==> config.mk <==
export PLATFORM = sky130hd
export DESIGN_NAME = ram_req_ctrl_flat
export DESIGN_NICKNAME = d
export VERILOG_FILES = /design/src/rtl/ram_req_ctrl_if.sv /design/src/rtl/ram_req_ctrl.sv /design/src/flat_wrapper.sv
export SDC_FILE = /design/constraint.sdc
export NUM_CORES = 1
export LEC_CHECK = 0
export CORE_MARGIN = 5
export CORE_UTILIZATION = 40
export CTS_BUF_LIST = sky130_fd_sc_hd__clkbuf_4
export DETAILED_ROUTE_END_ITERATION = 8
export PLACE_DENSITY_LB_ADDON = 0.05
export SLEW_MARGIN = 0
export SYNTH_ARGS = -nofsm -noshare
export SYNTH_HDL_FRONTEND = slang
export SYNTH_SLANG_ARGS = --single-unit
==> constraint.sdc <==
create_clock -name clk -period 6.3 [get_ports clk]
set_input_delay 1.26 -clock clk [delete_from_list [all_inputs] [get_ports clk]]
set_output_delay 1.26 -clock clk [all_outputs]
set_load 0.005 [all_outputs]
==> src/rtl/ram_req_ctrl_if.sv <==
// Request/response handshake bundle between an upstream client and ram_req_ctrl.
// The controller uses the slave modport; the client side uses master.
interface ram_req_ctrl_if #(
    parameter int DATA_WIDTH = 8,
    parameter int ADDR_WIDTH = 6
) ();
    logic                  req_valid;
    logic                  req_ready;
    logic                  req_we;
    logic [ADDR_WIDTH-1:0] req_addr;
    logic [DATA_WIDTH-1:0] req_wdata;
    logic                  rsp_valid;
    logic                  rsp_ready;
    logic [DATA_WIDTH-1:0] rsp_rdata;

    modport master (output req_valid, req_we, req_addr, req_wdata, rsp_ready,
                    input  req_ready, rsp_valid, rsp_rdata);
    modport slave  (input  req_valid, req_we, req_addr, req_wdata, rsp_ready,
                    output req_ready, rsp_valid, rsp_rdata);
endinterface

==> src/rtl/ram_req_ctrl.sv <==
// In-order RAM request controller: clears the RAM after reset, then queues requests
// and issues one RAM op per cycle. Optional counters under RAM_REQ_CTRL_STATS_EN.
module ram_req_ctrl #(
    parameter int DATA_WIDTH = 8,
    parameter int ADDR_WIDTH = 6,
    parameter int REQ_DEPTH  = 4,
    parameter int RSP_DEPTH  = 4
) (
    input  logic                  clk,
    input  logic                  reset,
    ram_req_ctrl_if.slave         bus,
    output logic                  ram_write_enb,
    output logic                  ram_read_enb,
    output logic [ADDR_WIDTH-1:0] ram_address,
    output logic [DATA_WIDTH-1:0] ram_data_in,
    input  logic [DATA_WIDTH-1:0] ram_data_out,
    output logic                  init_done
`ifdef RAM_REQ_CTRL_STATS_EN
   ,output logic [15:0]           wr_count,
    output logic [15:0]           rd_count
`else
`endif
);
    localparam int REQ_PW = (REQ_DEPTH > 1) ? $clog2(REQ_DEPTH) : 1;
    localparam int REQ_CW = $clog2(REQ_DEPTH + 1);
    localparam int RSP_PW = (RSP_DEPTH > 1) ? $clog2(RSP_DEPTH) : 1;
    localparam int RSP_CW = $clog2(RSP_DEPTH + 1);
    localparam int RSP_SW = RSP_CW + 1;

    typedef enum logic {ST_INIT, ST_RUN} state_t;

    typedef struct packed {
        logic                  we;
        logic [ADDR_WIDTH-1:0] addr;
        logic [DATA_WIDTH-1:0] wdata;
    } req_t;

    state_t                state;
    logic                  init_wr;
    logic [ADDR_WIDTH-1:0] init_addr;

    req_t                  req_mem [REQ_DEPTH];
    req_t                  req_head;
    logic [REQ_PW-1:0]     req_wp, req_rp;
    logic [REQ_CW-1:0]     req_cnt;
    logic                  req_push, req_pop;

    logic [DATA_WIDTH-1:0] rsp_mem [RSP_DEPTH];
    logic [RSP_PW-1:0]     rsp_wp, rsp_rp;
    logic [RSP_CW-1:0]     rsp_cnt;
    logic                  rsp_pop;

    logic                  rd_inflight;
    logic                  rd_credit;
    logic                  run_wr, run_rd;

    assign req_head      = req_mem[req_rp];
    assign bus.req_ready = (state == ST_RUN) && (req_cnt != REQ_CW'(REQ_DEPTH));
    assign req_push      = bus.req_valid && bus.req_ready;

    // A read may only issue if its response is guaranteed a slot in the response queue.
    assign rd_credit = ({1'b0, rsp_cnt} + {{RSP_CW{1'b0}}, rd_inflight}) < RSP_SW'(RSP_DEPTH);

    assign run_wr  = (state == ST_RUN) && (req_cnt != '0) && req_head.we;
    assign run_rd  = (state == ST_RUN) && (req_cnt != '0) && !req_head.we && rd_credit;
    assign req_pop = run_wr || run_rd;

    assign ram_write_enb = init_wr || run_wr;
    assign ram_read_enb  = run_rd;
    assign ram_address   = init_wr ? init_addr : (req_pop ? req_head.addr : '0);
    assign ram_data_in   = run_wr ? req_head.wdata : '0;

    assign bus.rsp_valid = (rsp_cnt != '0);
    assign bus.rsp_rdata = bus.rsp_valid ? rsp_mem[rsp_rp] : '0;
    assign rsp_pop       = bus.rsp_valid && bus.rsp_ready;

    // INIT sweeps every address once, starting the cycle after reset release.
    always_ff @(posedge clk or negedge reset) begin
        if (!reset) begin
            state     <= ST_INIT;
            init_wr   <= 1'b0;
            init_addr <= '0;
            init_done <= 1'b0;
        end else if (state == ST_INIT) begin
            if (!init_wr) begin
                init_wr <= 1'b1;
            end else if (init_addr == '1) begin
                init_wr   <= 1'b0;
                init_addr <= '0;
                init_done <= 1'b1;
                state     <= ST_RUN;
            end else begin
                init_addr <= init_addr + 1'b1;
            end
        end
    end

    always_ff @(posedge clk or negedge reset) begin
        if (!reset) begin
            req_wp      <= '0;
            req_rp      <= '0;
            req_cnt     <= '0;
            rsp_wp      <= '0;
            rsp_rp      <= '0;
            rsp_cnt     <= '0;
            rd_inflight <= 1'b0;
        end else begin
            if (req_push)
                req_wp <= (req_wp == REQ_PW'(REQ_DEPTH - 1)) ? '0 : req_wp + 1'b1;
            if (req_pop)
                req_rp <= (req_rp == REQ_PW'(REQ_DEPTH - 1)) ? '0 : req_rp + 1'b1;
            case ({req_push, req_pop})
                2'b10:   req_cnt <= req_cnt + 1'b1;
                2'b01:   req_cnt <= req_cnt - 1'b1;
                default: ;
            endcase

            // RAM data returns one cycle after the read strobe.
            rd_inflight <= run_rd;
            if (rd_inflight)
                rsp_wp <= (rsp_wp == RSP_PW'(RSP_DEPTH - 1)) ? '0 : rsp_wp + 1'b1;
            if (rsp_pop)
                rsp_rp <= (rsp_rp == RSP_PW'(RSP_DEPTH - 1)) ? '0 : rsp_rp + 1'b1;
            case ({rd_inflight, rsp_pop})
                2'b10:   rsp_cnt <= rsp_cnt + 1'b1;
                2'b01:   rsp_cnt <= rsp_cnt - 1'b1;
                default: ;
            endcase
        end
    end

    always_ff @(posedge clk) begin
        if (req_push)
            req_mem[req_wp] <= '{we: bus.req_we, addr: bus.req_addr, wdata: bus.req_wdata};
        if (rd_inflight)
            rsp_mem[rsp_wp] <= ram_data_out;
    end

`ifdef RAM_REQ_CTRL_STATS_EN
    always_ff @(posedge clk or negedge reset) begin
        if (!reset) begin
            wr_count <= '0;
            rd_count <= '0;
        end else begin
            if (run_wr && (wr_count != 16'hFFFF))
                wr_count <= wr_count + 16'd1;
            if (run_rd && (rd_count != 16'hFFFF))
                rd_count <= rd_count + 16'd1;
        end
    end
`else
`endif

endmodule

==> src/flat_wrapper.sv <==
// flat-port wrapper written by rule: the top's interface ports become plain ports
module ram_req_ctrl_flat 
#(
    parameter int DATA_WIDTH = 8,
    parameter int ADDR_WIDTH = 6,
    parameter int REQ_DEPTH  = 4,
    parameter int RSP_DEPTH  = 4
)
  (clk, reset, ram_write_enb, ram_read_enb, ram_address, ram_data_in, ram_data_out, init_done, bus_req_valid, bus_req_we, bus_req_addr, bus_req_wdata, bus_rsp_ready, bus_req_ready, bus_rsp_valid, bus_rsp_rdata);
  ram_req_ctrl_if #(.DATA_WIDTH(DATA_WIDTH), .ADDR_WIDTH(ADDR_WIDTH)) bus_i ();
  input  logic clk;
  input  logic reset;
  output logic ram_write_enb;
  output logic ram_read_enb;
  output logic [ADDR_WIDTH-1:0] ram_address;
  output logic [DATA_WIDTH-1:0] ram_data_in;
  input  logic [DATA_WIDTH-1:0] ram_data_out;
  output logic init_done;
  input wire logic [$bits(bus_i.req_valid)-1:0] bus_req_valid;
  input wire logic [$bits(bus_i.req_we)-1:0] bus_req_we;
  input wire logic [$bits(bus_i.req_addr)-1:0] bus_req_addr;
  input wire logic [$bits(bus_i.req_wdata)-1:0] bus_req_wdata;
  input wire logic [$bits(bus_i.rsp_ready)-1:0] bus_rsp_ready;
  output wire logic [$bits(bus_i.req_ready)-1:0] bus_req_ready;
  output wire logic [$bits(bus_i.rsp_valid)-1:0] bus_rsp_valid;
  output wire logic [$bits(bus_i.rsp_rdata)-1:0] bus_rsp_rdata;
  assign bus_i.req_valid = bus_req_valid;
  assign bus_i.req_we = bus_req_we;
  assign bus_i.req_addr = bus_req_addr;
  assign bus_i.req_wdata = bus_req_wdata;
  assign bus_i.rsp_ready = bus_rsp_ready;
  assign bus_req_ready = bus_i.req_ready;
  assign bus_rsp_valid = bus_i.rsp_valid;
  assign bus_rsp_rdata = bus_i.rsp_rdata;
  ram_req_ctrl #(.DATA_WIDTH(DATA_WIDTH), .ADDR_WIDTH(ADDR_WIDTH), .REQ_DEPTH(REQ_DEPTH), .RSP_DEPTH(RSP_DEPTH)) u_core (.clk(clk), .reset(reset), .bus(bus_i), .ram_write_enb(ram_write_enb), .ram_read_enb(ram_read_enb), .ram_address(ram_address), .ram_data_in(ram_data_in), .ram_data_out(ram_data_out), .init_done(init_done));
endmodule
# --- Yosys cells after proc, flatten, opt, wreduce, memory -nomap -nowiden ---
# Memories as Yosys holds them, arrays and structs flattened.
# Index checks and enable logic that the tools add are counted.
word_totals:
  ff_bits: 24
  latchBits: 0
  ramBits: 92
  mem_bits_ro: 0
  inputBits: 27
  out_inout_bits: 27
  word_cells: 71
  mem_count: 2
classes:
  add_sub_neg: 10
  mul: 0
  div: 0
  magnitude_cmp: 1
  n_eq_ne: 10
  shift: 0
  n_mux: 20
  n_bitwise: 1
  reduce_logical: 16
mem_list:
  columns: ["name", "depth", "word_bits", "rd", "rd_ports_with_merged_regs", "wr", "line_no", "rtl"]
  rows:
  - ["u_core.req_mem", 4, 15, 1, 0, 1, "ram_req_ctrl.sv:42", "req_t req_mem [REQ_DEPTH];"]
  - ["u_core.rsp_mem", 4, 8, 1, 0, 1, "ram_req_ctrl.sv:48", "logic [DATA_WIDTH-1:0] rsp_mem [RSP_DEPTH];"]
ops:
  columns: ["op", "count"]
  rows:
  - ["2-to-1 mux 6 bit", 3]
  - ["2-to-1 mux 8 bit", 2]
  - ["== test 2 bit, second input constant", 6]
  - ["case mux 3 bit (2 select lines)", 2]
  - ["2-to-1 mux 1 bit", 9]
  - ["adder 2 x 1 -> 2 bit, second input constant", 4]
  - ["2-to-1 mux 2 bit", 4]
  - ["logical AND 1 bit", 7]
  - ["adder 3 x 1 -> 3 bit, second input constant", 2]
  - ["adder 6 x 1 -> 6 bit, second input constant", 1]
  - ["== test 6 bit, second input constant", 1]
  - ["nonzero test 3 bit", 2]
  - ["subtractor 3 x 1 -> 3 bit, second input constant", 2]
  - ["adder 3 x 1 -> 4 bit", 1]
  - ["== test 2 x 1 -> 1 bit, second input constant", 2]
  - ["less-than comparator 4 x 3 -> 1 bit, second input constant", 1]
  - ["nonzero test 2 bit", 2]
  - ["!= test 3 bit, second input constant", 1]
  - ["AND reduction 3 bit", 1]
  - ["logical OR 1 bit", 2]
  - ["AND reduction 2 bit", 1]
  - ["zero test 1 bit", 1]
  - ["inverter 1 bit", 1]

# --- Longest topological paths before layout ---
# Gate-level depths: netlist of the first run.
depth:
  word_depth: 7
  depth_mapped: 12
  depth_no_buf: 10

# --- Worst setup path after synthesis of the first run ---
# Ideal clock, no wire load.
synth_path:
  path_type: "reg2out"
  start: "reg u_core.req_rp[0]"
  end: "out ram_address[0]"
  arrival_ps: 1565
  required_ps: 5040
  path_slack_ps: 3475
  path_stages_with_launch: 6
  path_buffers: 2
  path_cell_list: "dfrtp_1 -> buf_6 -> mux4_2 -> or2_1 -> buf_6 -> a32o_1"
synth_between:
  elab_chain_len: 7
  elab_cells_between_ends: 8
  classes_between: "2 x mux; 5 x reduce/logical; 1 x memory"
synth_lines:
  columns: ["element", "line_no", "rtl"]
  rows:
  - ["from (decl)", "ram_req_ctrl.sv:44", "logic [REQ_PW-1:0] req_wp, req_rp;"]
  - ["from (signal assigned)", "ram_req_ctrl.sv:111", "req_rp <= (req_rp == REQ_PW'(REQ_DEPTH - 1)) ? '0 : req_rp + 1'b1;"]
  - ["memory read (4 x 15 bit) (*)", null, null]
  - ["zero test 1 bit", "ram_req_ctrl.sv:65", "assign run_rd = (state == ST_RUN) && (req_cnt != '0) && !req_head.we && rd_credit;"]
  - ["logical AND 1 bit (2 in a row)", "ram_req_ctrl.sv:65", null]
  - ["logical OR 1 bit", "ram_req_ctrl.sv:66", "assign req_pop = run_wr || run_rd;"]
  - ["2-to-1 mux 6 bit (*) (2 in a row)", "ram_req_ctrl.sv:70", "assign ram_address = init_wr ? init_addr : (req_pop ? req_head.addr : '0);"]
  - ["to (decl)", "flat_wrapper.sv:15", "output logic [ADDR_WIDTH-1:0] ram_address;"]
# Every way passes the cells marked *; elsewhere a longest branch is shown, timed or not.

# --- Final worst setup path of the first run ---
layout_path:
  start: "reg u_core.req_rp[1]"
  end: "out ram_address[5]"
# The elaborated chain is that of the path after synthesis.

==> qor.yml, run 1 <==
run_status:
  status: "complete, no violations"
drt:
  wl_microns: 8650
  drt_iter0_drc: 98
  wire_per_inst_microns: 17.2
  drc_errors: 0
  ant_nets: 0
  avgViaCountPerCell: 4.95
  vias: 2483
  drt-pass1-iter-count: 4
grt:
  grt_use_total: 0.129
  grt-ovfl-total: 0
  grt_pass1_wl_microns: 13700
  grt_max_degree: 25
  grt_pass1_vias: 2550
  antenna_found_initial: 0
placement:
  routabilityCongestion: 0.739
  io_buffers: 53
  placed_area_sq_um: 5520
  pre_cts_slack_ns: 2.53
  place_hpwl_microns: 5680
clocking:
  cts.sinks: 116
  post_cts_resized: 0
  cts_root_buf: "clkbuf_4"
  clk_latency_ns: 0.50
  ctsLongestPathBuffers: 2
  h-tree-depth: 4
  cts_hold_buffers: 0
  cts_tree: "yes"
  cts_made_buffers: 17
  cts_setup_buffers: 0
  clkTransAtPathRegs_ns: 0.10
setup_path:
  slowest_delay_ns: 0.84
  crit_fanout: 18
  r2r_cells: 10
  critPathLaunchType: "flop"
  path_cells: "mux4_2, or2_1, a32o_1, clkdlybuf4s50_1"
  cp_slowest_cell: "dfrtp_1"
  crit_type: "reg -> out"
  rrSetupSlack_ns: 3.34
  rr_startpoint: "u_core.req_rp[1]"
  cp-end-kind: "output pin"
  arrival_ns: 2.99
  required_ns: 5.04
  crit_start: "u_core.req_rp[1]"
  r2r-end: "u_core.req_cnt[2]"
final_layout:
  syn2layout_area_growth_pct: 19.6
  nets: 384
  drive_gt1_frac: 0.161
  fillCellCount: 1041
  fin_area_sq_um: 5810
  n_antenna_cell: 0
run:
  max_cap_viol_count: 0
die:
  dieArea_sq_um: 14400
  rows: 40
  fp.dieW_microns: 120
  start_util: 0.406
  core_area_sq_um: 12000
  num_io_pins: 54
  die_h_microns: 120
synthesis:
  ys_types: 37
  avgSynthCellArea_sq_um: 17.3
  synthCells: 280
  yosysSeqAreaShare: 0.693
  synth_area_sq_um: 4860
  yosys.area.top_type: "edfxtp_1"
  yosysMostFrequentCell: "edfxtp_1"
  synth_area_leaders: "edfxtp_1 (57%), dfrtp_1 (12%), mux4_2 (8.3%), ha_1 (3.3%), mux4_1 (2.7%)"
  synth_commonest_cells: "edfxtp_1 (92), dfrtp_1 (24), inv_1 (19)"
  synth-edff-count: 92
  synth_flop_cell: "edfxtp_1"
  ys_seq_elements: 116
  synth_top_area_frac: 0.569
  yosys_warnings: 0
  async_flop_share: 0.207
  synthesis.nets: 322
hold_path:
  hp-start: "u_core.init_done"
  whs_endpoint: "u_core.init_done"
  hold_path_depth: 1
  hold_path_class: "reg -> reg"
timing:
  period_minus_slack_ns: 4.25
  finalHoldViolCount: 0
  tns_ns: 0
  setup_violations: 0
  worst_pin_slew_ns: 0.843
  maxSlewViolCount: 0
  finalCritPeriodShare: 0.674
  finalWorstSetupSlack_ns: 2.05
  rsz0062_at_grt: "false"
  relSlewSlack: 0.438
  fmax_mhz: 236
  fin_skew_ns: 0.0168
pwr:
  switchingPower_uw: 377
  irDropWorstVdd_uv: 215
  p_per_area_nw_per_um2: 285
  p_sw_frac: 0.228
  cellInternalPower_uw: 1280
  pwr-share-clk: 0.324
  p_seq_frac: 0.532
  combPwrFrac: 0.144
  leakage_uw: 0.00212
==> through the flow <==
step,total power [uW],instances,utilization,hold WS [ns]
after floorplan,1030,280,-,0.455
after global placement,1140,470,0.462,0.453
after detailed placement,1140,470,0.462,0.458
after CTS,1680,502,0.485,0.484
after global routing,1740,502,0.485,0.497
final,1660,502,0.485,0.476
==> flip-flops by register name, summed over array words and instances (netlist names) <==
| name | flops |
|---|---|
| u_core.init_addr | 6 |
| u_core.init_done | 1 |
| u_core.init_wr | 1 |
| u_core.rd_inflight | 1 |
| u_core.req_cnt | 3 |
| u_core.req_mem | 60 |
| u_core.req_rp | 2 |
| u_core.req_wp | 2 |
| u_core.rsp_cnt | 3 |
| u_core.rsp_mem | 32 |
| u_core.rsp_rp | 2 |
| u_core.rsp_wp | 2 |
| u_core.state | 1 |
==> layout make-up <==
| type | count | area, sq um | share of cell area |
|---|---|---|---|
| Sequential cell | 116 | 3360 | 0.579 |
| Inverter | 19 | 71.3 | 0.0123 |
| Clock buffer | 19 | 143 | 0.0246 |
| Multi-Input combinational cell | 133 | 1360 | 0.234 |
| Clock inverter | 13 | 140 | 0.0241 |
| Tap cell | 147 | 184 | 0.0317 |
| Timing Repair Buffer | 55 | 546 | 0.0940 |
==> placed cells by master, fill, tap and decap left out, types with 11 or more instances in the layout <==
cell / instances
edfxtp_1: 92
nand2_1: 11
dfrtp_1: 24
and3_1: 12
inv_1: 19
and2_1: 15
mux4_2: 18
clkdlybuf4s50_1: 53
clkbuf_4: 19
ha_1: 13
==> layer usage <==
| layer | share of wire | up-vias | GRT usage |
|---|---|---|---|
| li1 | - | 1189 | - |
| met1 | 0.44 | 1235 | 0.159 |
| met2 | 0.49 | 45 | 0.205 |
| met3 | 0.043 | 14 | 0.0477 |
| met4 | 0.019 | 0 | 0.0580 |
| met5 | 0 | - | 0 |
==> worst max-delay path by stage <==
stage,end
6_report,ram_address[5]
3_3_place_gp,ram_address[5]
3_5_place_dp,ram_address[5]
5_1_grt,ram_address[5]
2_1_floorplan,ram_address[0]
4_1_cts,ram_address[5]
==> power by group through the flow <==
stage               logic [uW]  clock network, uW  registers, uW
floorplan                  158                  0            870
global placement           239                  0            901
detailed placement         244                  0            901
CTS                        244                556            884
global route               264                591            887
finish                     239                536            881
==> worst max-delay path: cells and delay by family (launching register included) <==
| family | cells | cell delay [ns] |
|---|---|---|
| multiplexers | 1 | 0.54 |
| AND/OR/NAND/NOR | 1 | 0.39 |
| AO/OA/AOI/OAI | 1 | 0.26 |
| buffers and inverters | 1 | 0.45 |
| flip-flops | 1 | 0.84 |
==> kinds of logic after synthesis <==
kind of cell	count (synthesis)	share of synthesized area
buf+inv	31	0.0276
xor+xnor	9	0.0162
fa+ha+maj	15	0.0417
simple gates	59	0.0657
flops	116	0.693
mux	31	0.129
compound gates	19	0.0268
No activity file was read; power rests on OpenSTA's default activity.
==> run 2, diff against run 1 <==
==> constraint.sdc (replaced) <==
create_clock -name clk -period 4.1 [get_ports clk]
set_input_delay 0.82 -clock clk [delete_from_list [all_inputs] [get_ports clk]]
set_output_delay 0.82 -clock clk [all_outputs]
set_load 0.005 [all_outputs]
==> run 2 against run 1 <==
Compared with the run above:
- wire length grew 1.6%
- via count grew 0.16%
- clock skew shrank 0.0017 ns
- critical path depth is the same
- hold slack gained 0.013 ns
- utilization grew 0.094 points
- combinational power grew 54%
- global-route usage grew 0.22 points
- first-iteration DRC count grew 51%
- worst setup slack lost 1.4 ns
==> qor.yml, run 2 (same netlist as run 1, synthesis figures left out) <==
timing:
  maxSlewViolCount: 0
  fin_skew_ns: 0.0151
  tns_ns: 0
  setup_violations: 0
  rsz0062_at_grt: "false"
  finalCritPeriodShare: 0.838
  period_minus_slack_ns: 3.44
  worst_pin_slew_ns: 0.858
  fmax_mhz: 291
  relSlewSlack: 0.428
  finalHoldViolCount: 0
setup_path:
  arrival_ns: 2.62
  crit_type: "reg -> out"
  required_ns: 3.28
  critPathLaunchType: "flop"
  rrSetupSlack_ns: 1.57
  cp-end-kind: "output pin"
  r2r-end: "u_core.req_cnt[2]"
  crit_fanout: 11
  r2r_cells: 10
  rr_startpoint: "u_core.req_rp[0]"
  crit_start: "u_core.req_rp[0]"
grt:
  grt_pass1_wl_microns: 14000
  antenna_found_initial: 0
  grt-ovfl-total: 0
  grt_use_total: 0.132
  grt_pass1_vias: 2682
  grt_max_degree: 25
drt:
  avgViaCountPerCell: 4.94
  ant_nets: 0
  wire_per_inst_microns: 17.5
  drc_errors: 0
  drt_iter0_drc: 148
  drt-pass1-iter-count: 4
  wl_microns: 8790
  vias: 2487
clocking:
  clkTransAtPathRegs_ns: 0.12
  cts_root_buf: "clkbuf_4"
  ctsLongestPathBuffers: 2
  cts_setup_buffers: 0
  cts_hold_buffers: 0
  cts_made_buffers: 17
  clk_latency_ns: 0.50
  cts.sinks: 116
  cts_tree: "yes"
  post_cts_resized: 0
  h-tree-depth: 4
pwr:
  leakage_uw: 0.00210
  p_per_area_nw_per_um2: 437
  irDropWorstVdd_uv: 281
hold_path:
  whs_endpoint: "u_core.init_done"
  hold_path_depth: 1
  hold_path_class: "reg -> reg"
  hp-start: "u_core.init_done"
die:
  core_area_sq_um: 12000
  dieArea_sq_um: 14400
  num_io_pins: 54
  fp.dieW_microns: 120
  start_util: 0.406
  die_h_microns: 120
  rows: 40
run:
  max_cap_viol_count: 0
final_layout:
  nets: 385
  fin_area_sq_um: 5820
  syn2layout_area_growth_pct: 19.8
  final_common_cell: "edfxtp_1"
  final_cell_mix: "edfxtp_1 (92), clkdlybuf4s50_1 (53), dfrtp_1 (24)"
  fillCellCount: 1056
  drive_gt1_frac: 0.171
  largest_reg_flops: 60
  regMostFlops: "u_core.req_mem"
  reg.largest.list: "u_core.req_mem (60), u_core.rsp_mem (32), u_core.init_addr (6)"
  n_antenna_cell: 0
run_status:
  status: "complete, no violations"
placement:
  io_buffers: 53
  placed_area_sq_um: 5530
  place_hpwl_microns: 5790
  routabilityCongestion: 0.750
run 2: stage by stage:
| step | utilization | power (uW) | hold slack, ns | cells | setup slack (ns) |
|---|---|---|---|---|---|
| after global placement | 0.462 | 1750 | 0.453 | 471 | 1.19 |
| after global routing | 0.486 | 2680 | 0.524 | 503 | 0.516 |
| after CTS | 0.486 | 2590 | 0.491 | 503 | 0.581 |
| after floorplan | - | 1580 | 0.455 | 280 | 1.72 |
| final | 0.486 | 2540 | 0.489 | 503 | 0.663 |
| after detailed placement | 0.462 | 1760 | 0.462 | 471 | 1.18 |
run 2: per-layer routing:
layer | vias up | GRT usage | routed length (microns)
li1 | 1194 | - | -
met1 | 1236 | 0.163 | 4010
met2 | 50 | 0.209 | 4200
met3 | 7 | 0.0538 | 481
met4 | 0 | 0.0472 | 94
met5 | - | 0 | 0
run 2: critical path: stages, from the launching register on:
cell	delay [ns]
dfrtp_1	0.38
mux4_2	0.65
or2_1	0.39
a32o_1	0.26
clkdlybuf4s50_1	0.45
run 2: worst max-delay path by stage:
stage | slack, ns | endpoint | depth (start not counted)
6_report | 0.66 | ram_address[5] | 4
5_1_grt | 0.52 | ram_address[5] | 4
4_1_cts | 0.58 | ram_address[5] | 4
3_5_place_dp | 1.18 | ram_address[5] | 4
3_3_place_gp | 1.19 | ram_address[2] | 4
2_1_floorplan | 1.72 | ram_address[0] | 5
run 2: report_power, final:
group,switching (uW),internal (uW),leakage [uW],total (uW)
clock network,458,364,0.000137,822
logic,122,244,0.000838,367
registers,60.2,1300,0.00113,1360
run 2: area by class of cell:
type,count,area (sq um),area share
flip-flops and latches,116,3360,0.578
multi-input cells,133,1360,0.234
repair buffers,56,553,0.0951
well taps,147,184,0.0316
clock inverters,15,159,0.0273
clock buffers,17,128,0.0219
inverters,19,71.3,0.0123
==> run 3, diff against run 2 <==
==> constraint.sdc (replaced) <==
create_clock -name clk -period 3.18 [get_ports clk]
set_input_delay 0.636 -clock clk [delete_from_list [all_inputs] [get_ports clk]]
set_output_delay 0.636 -clock clk [all_outputs]
set_load 0.005 [all_outputs]
==> run 3 against run 2 <==
Compared with the run above:
- critical path depth is 1 higher
- sequential share of layout area down 0.52 points
- hold slack got worse by 0.011 ns
- register-to-register slack got worse by 0.82 ns
- utilization increased by 0.46 points
- via count grew 2.5%
- global-route usage is 0.44 points higher
- power rose by 20%
- cell count up 2.6%
- final area increased by 0.95%
- sequential power increased by 29%
- critical endpoint is now ram_data_in[5]
- largest cell class unchanged
- highest routed layer unchanged
==> qor.yml, run 3 (same netlist as run 1, synthesis figures left out) <==
run_status:
  status: "complete, no violations"
final_layout:
  nets: 398
  final_cell_mix: "edfxtp_1 (92), clkdlybuf4s50_1 (50), dfrtp_1 (23)"
  syn2layout_area_growth_pct: 20.9
  final_common_cell: "edfxtp_1"
  largest_reg_flops: 60
  n_antenna_cell: 0
  regMostFlops: "u_core.req_mem"
  reg.largest.list: "u_core.req_mem (60), u_core.rsp_mem (32), u_core.init_addr (6)"
  drive_gt1_frac: 0.198
timing:
  holdWs_ns: 0.478
  finalCritPeriodShare: 0.944
  tns_ns: 0
  period_minus_slack_ns: 3.00
  worst_pin_slew_ns: 0.536
  maxSlewViolCount: 0
  fmax_mhz: 333
  setup_violations: 0
  finalHoldViolCount: 0
  relSlewSlack: 0.641
  rsz0062_at_grt: "false"
  fin_skew_ns: 0.0137
drt:
  wl_microns: 8830
  vias: 2550
  drc_errors: 0
  wire_per_inst_microns: 17.1
  ant_nets: 0
  avgViaCountPerCell: 4.94
  drt_iter0_drc: 141
  drt-pass1-iter-count: 6
clocking:
  clk_latency_ns: 0.50
  h-tree-depth: 4
  cts_hold_buffers: 0
  cts_tree: "yes"
  cts.sinks: 116
  clkTransAtPathRegs_ns: 0.10
  cts_root_buf: "clkbuf_4"
  cts_made_buffers: 17
  ctsLongestPathBuffers: 2
grt:
  grt_pass1_vias: 2744
  grt_pass1_wl_microns: 14400
  grt-ovfl-total: 0
  antenna_found_initial: 0
  grt_max_degree: 25
  grt_use_total: 0.136
pwr:
  combPwrFrac: 0.162
  p_seq_frac: 0.571
  irDropWorstVdd_uv: 399
  leakage_uw: 0.00220
  pwr-share-clk: 0.268
  p_total_uw: 3060
  switchingPower_uw: 753
  p_per_area_nw_per_um2: 521
  cellInternalPower_uw: 2310
  p_sw_frac: 0.246
placement:
  routabilityCongestion: 0.740
  place_hpwl_microns: 6000
  io_buffers: 53
setup_path:
  cp_slowest_cell: "mux4_1"
  critPathLaunchType: "flop"
  required_ns: 2.54
  slowest_delay_ns: 0.52
  crit_type: "reg -> out"
  r2r_cells: 11
  cp-end-kind: "output pin"
  crit_start: "u_core.req_rp[0]"
  r2r-end: "u_core.req_cnt[2]"
  arrival_ns: 2.36
  crit_fanout: 10
  rr_startpoint: "u_core.rd_inflight"
  rrSetupSlack_ns: 0.75
  endpoint: "ram_data_in[5]"
  path_cells: "buf_12, buf_4, mux4_1, and3_1, clkdlybuf4s50_1"
die:
  start_util: 0.406
  core_area_sq_um: 12000
  dieArea_sq_um: 14400
  die_h_microns: 120
  rows: 40
  num_io_pins: 54
  fp.dieW_microns: 120
hold_path:
  hold_path_class: "reg -> reg"
run:
  max_cap_viol_count: 0
-- run 3: cell type report --
| type | instances | area (sq um) |
|---|---|---|
| clock buffers | 19 | 143 |
| clock inverters | 13 | 68.8 |
| fillers | 1025 | 6090 |
| inverters | 19 | 71.3 |
| multi-input cells | 133 | 1360 |
| flip-flops and latches | 116 | 3360 |
| well taps | 147 | 184 |
| repair buffers | 69 | 683 |
-- run 3: metal layers --
layer	vias to the layer above	wire length, microns	GRT usage
li1	1220	-	-
met1	1270	3930	0.162
met2	53	4460	0.221
met3	7	366	0.0547
met4	0	76	0.0537
met5	-	0	0
-- run 3: worst min path at each step --
stage | startpoint | end | slack [ns] | depth (start not counted)
after floorplan | reset | u_core.init_addr[0] | 0.34 | 0
after global placement | u_core.init_done | u_core.init_done | 0.45 | 1
after detailed placement | u_core.init_done | u_core.init_done | 0.46 | 1
after CTS | reset | u_core.rsp_wp[1] | 0.44 | 2
after global routing | reset | u_core.rsp_wp[1] | 0.46 | 2
final | u_core.init_done | u_core.init_done | 0.48 | 1
-- run 3: power groups by stage --
stage | registers, uW | logic [uW] | clock network [uW]
after floorplan | 1720 | 312 | 0
after global placement | 1780 | 485 | 0
after detailed placement | 1780 | 496 | 0
after CTS | 1750 | 501 | 866
after global routing | 1760 | 542 | 945
final | 1750 | 494 | 820
-- run 3: what timing repair did --
action                     CTS  global route
resized for setup            4             5
pin swaps                    0             1
setup endpoints to repair    8            14
buffers inserted             3             4
-- run 3: critical path, delay by kind of cell (launching register included) --
family	cells	cell delay (ns)
simple gates	1	0.20
flops	1	0.42
mux	1	0.52
buf+inv	3	0.71
-- run 3: stage by stage --
step / utilization / std cells / setup WS, ns / area [sq um]
4_1_cts: 0.488 / 512 / 0.00947 / 5840
3_3_place_gp: 0.466 / 477 / 0.454 / 5580
2_1_floorplan: - / 280 / 0.825 / 4860
3_5_place_dp: 0.466 / 477 / 0.428 / 5580
6_report: 0.491 / 516 / 0.179 / 5870
5_1_grt: 0.491 / 516 / 0.00941 / 5870
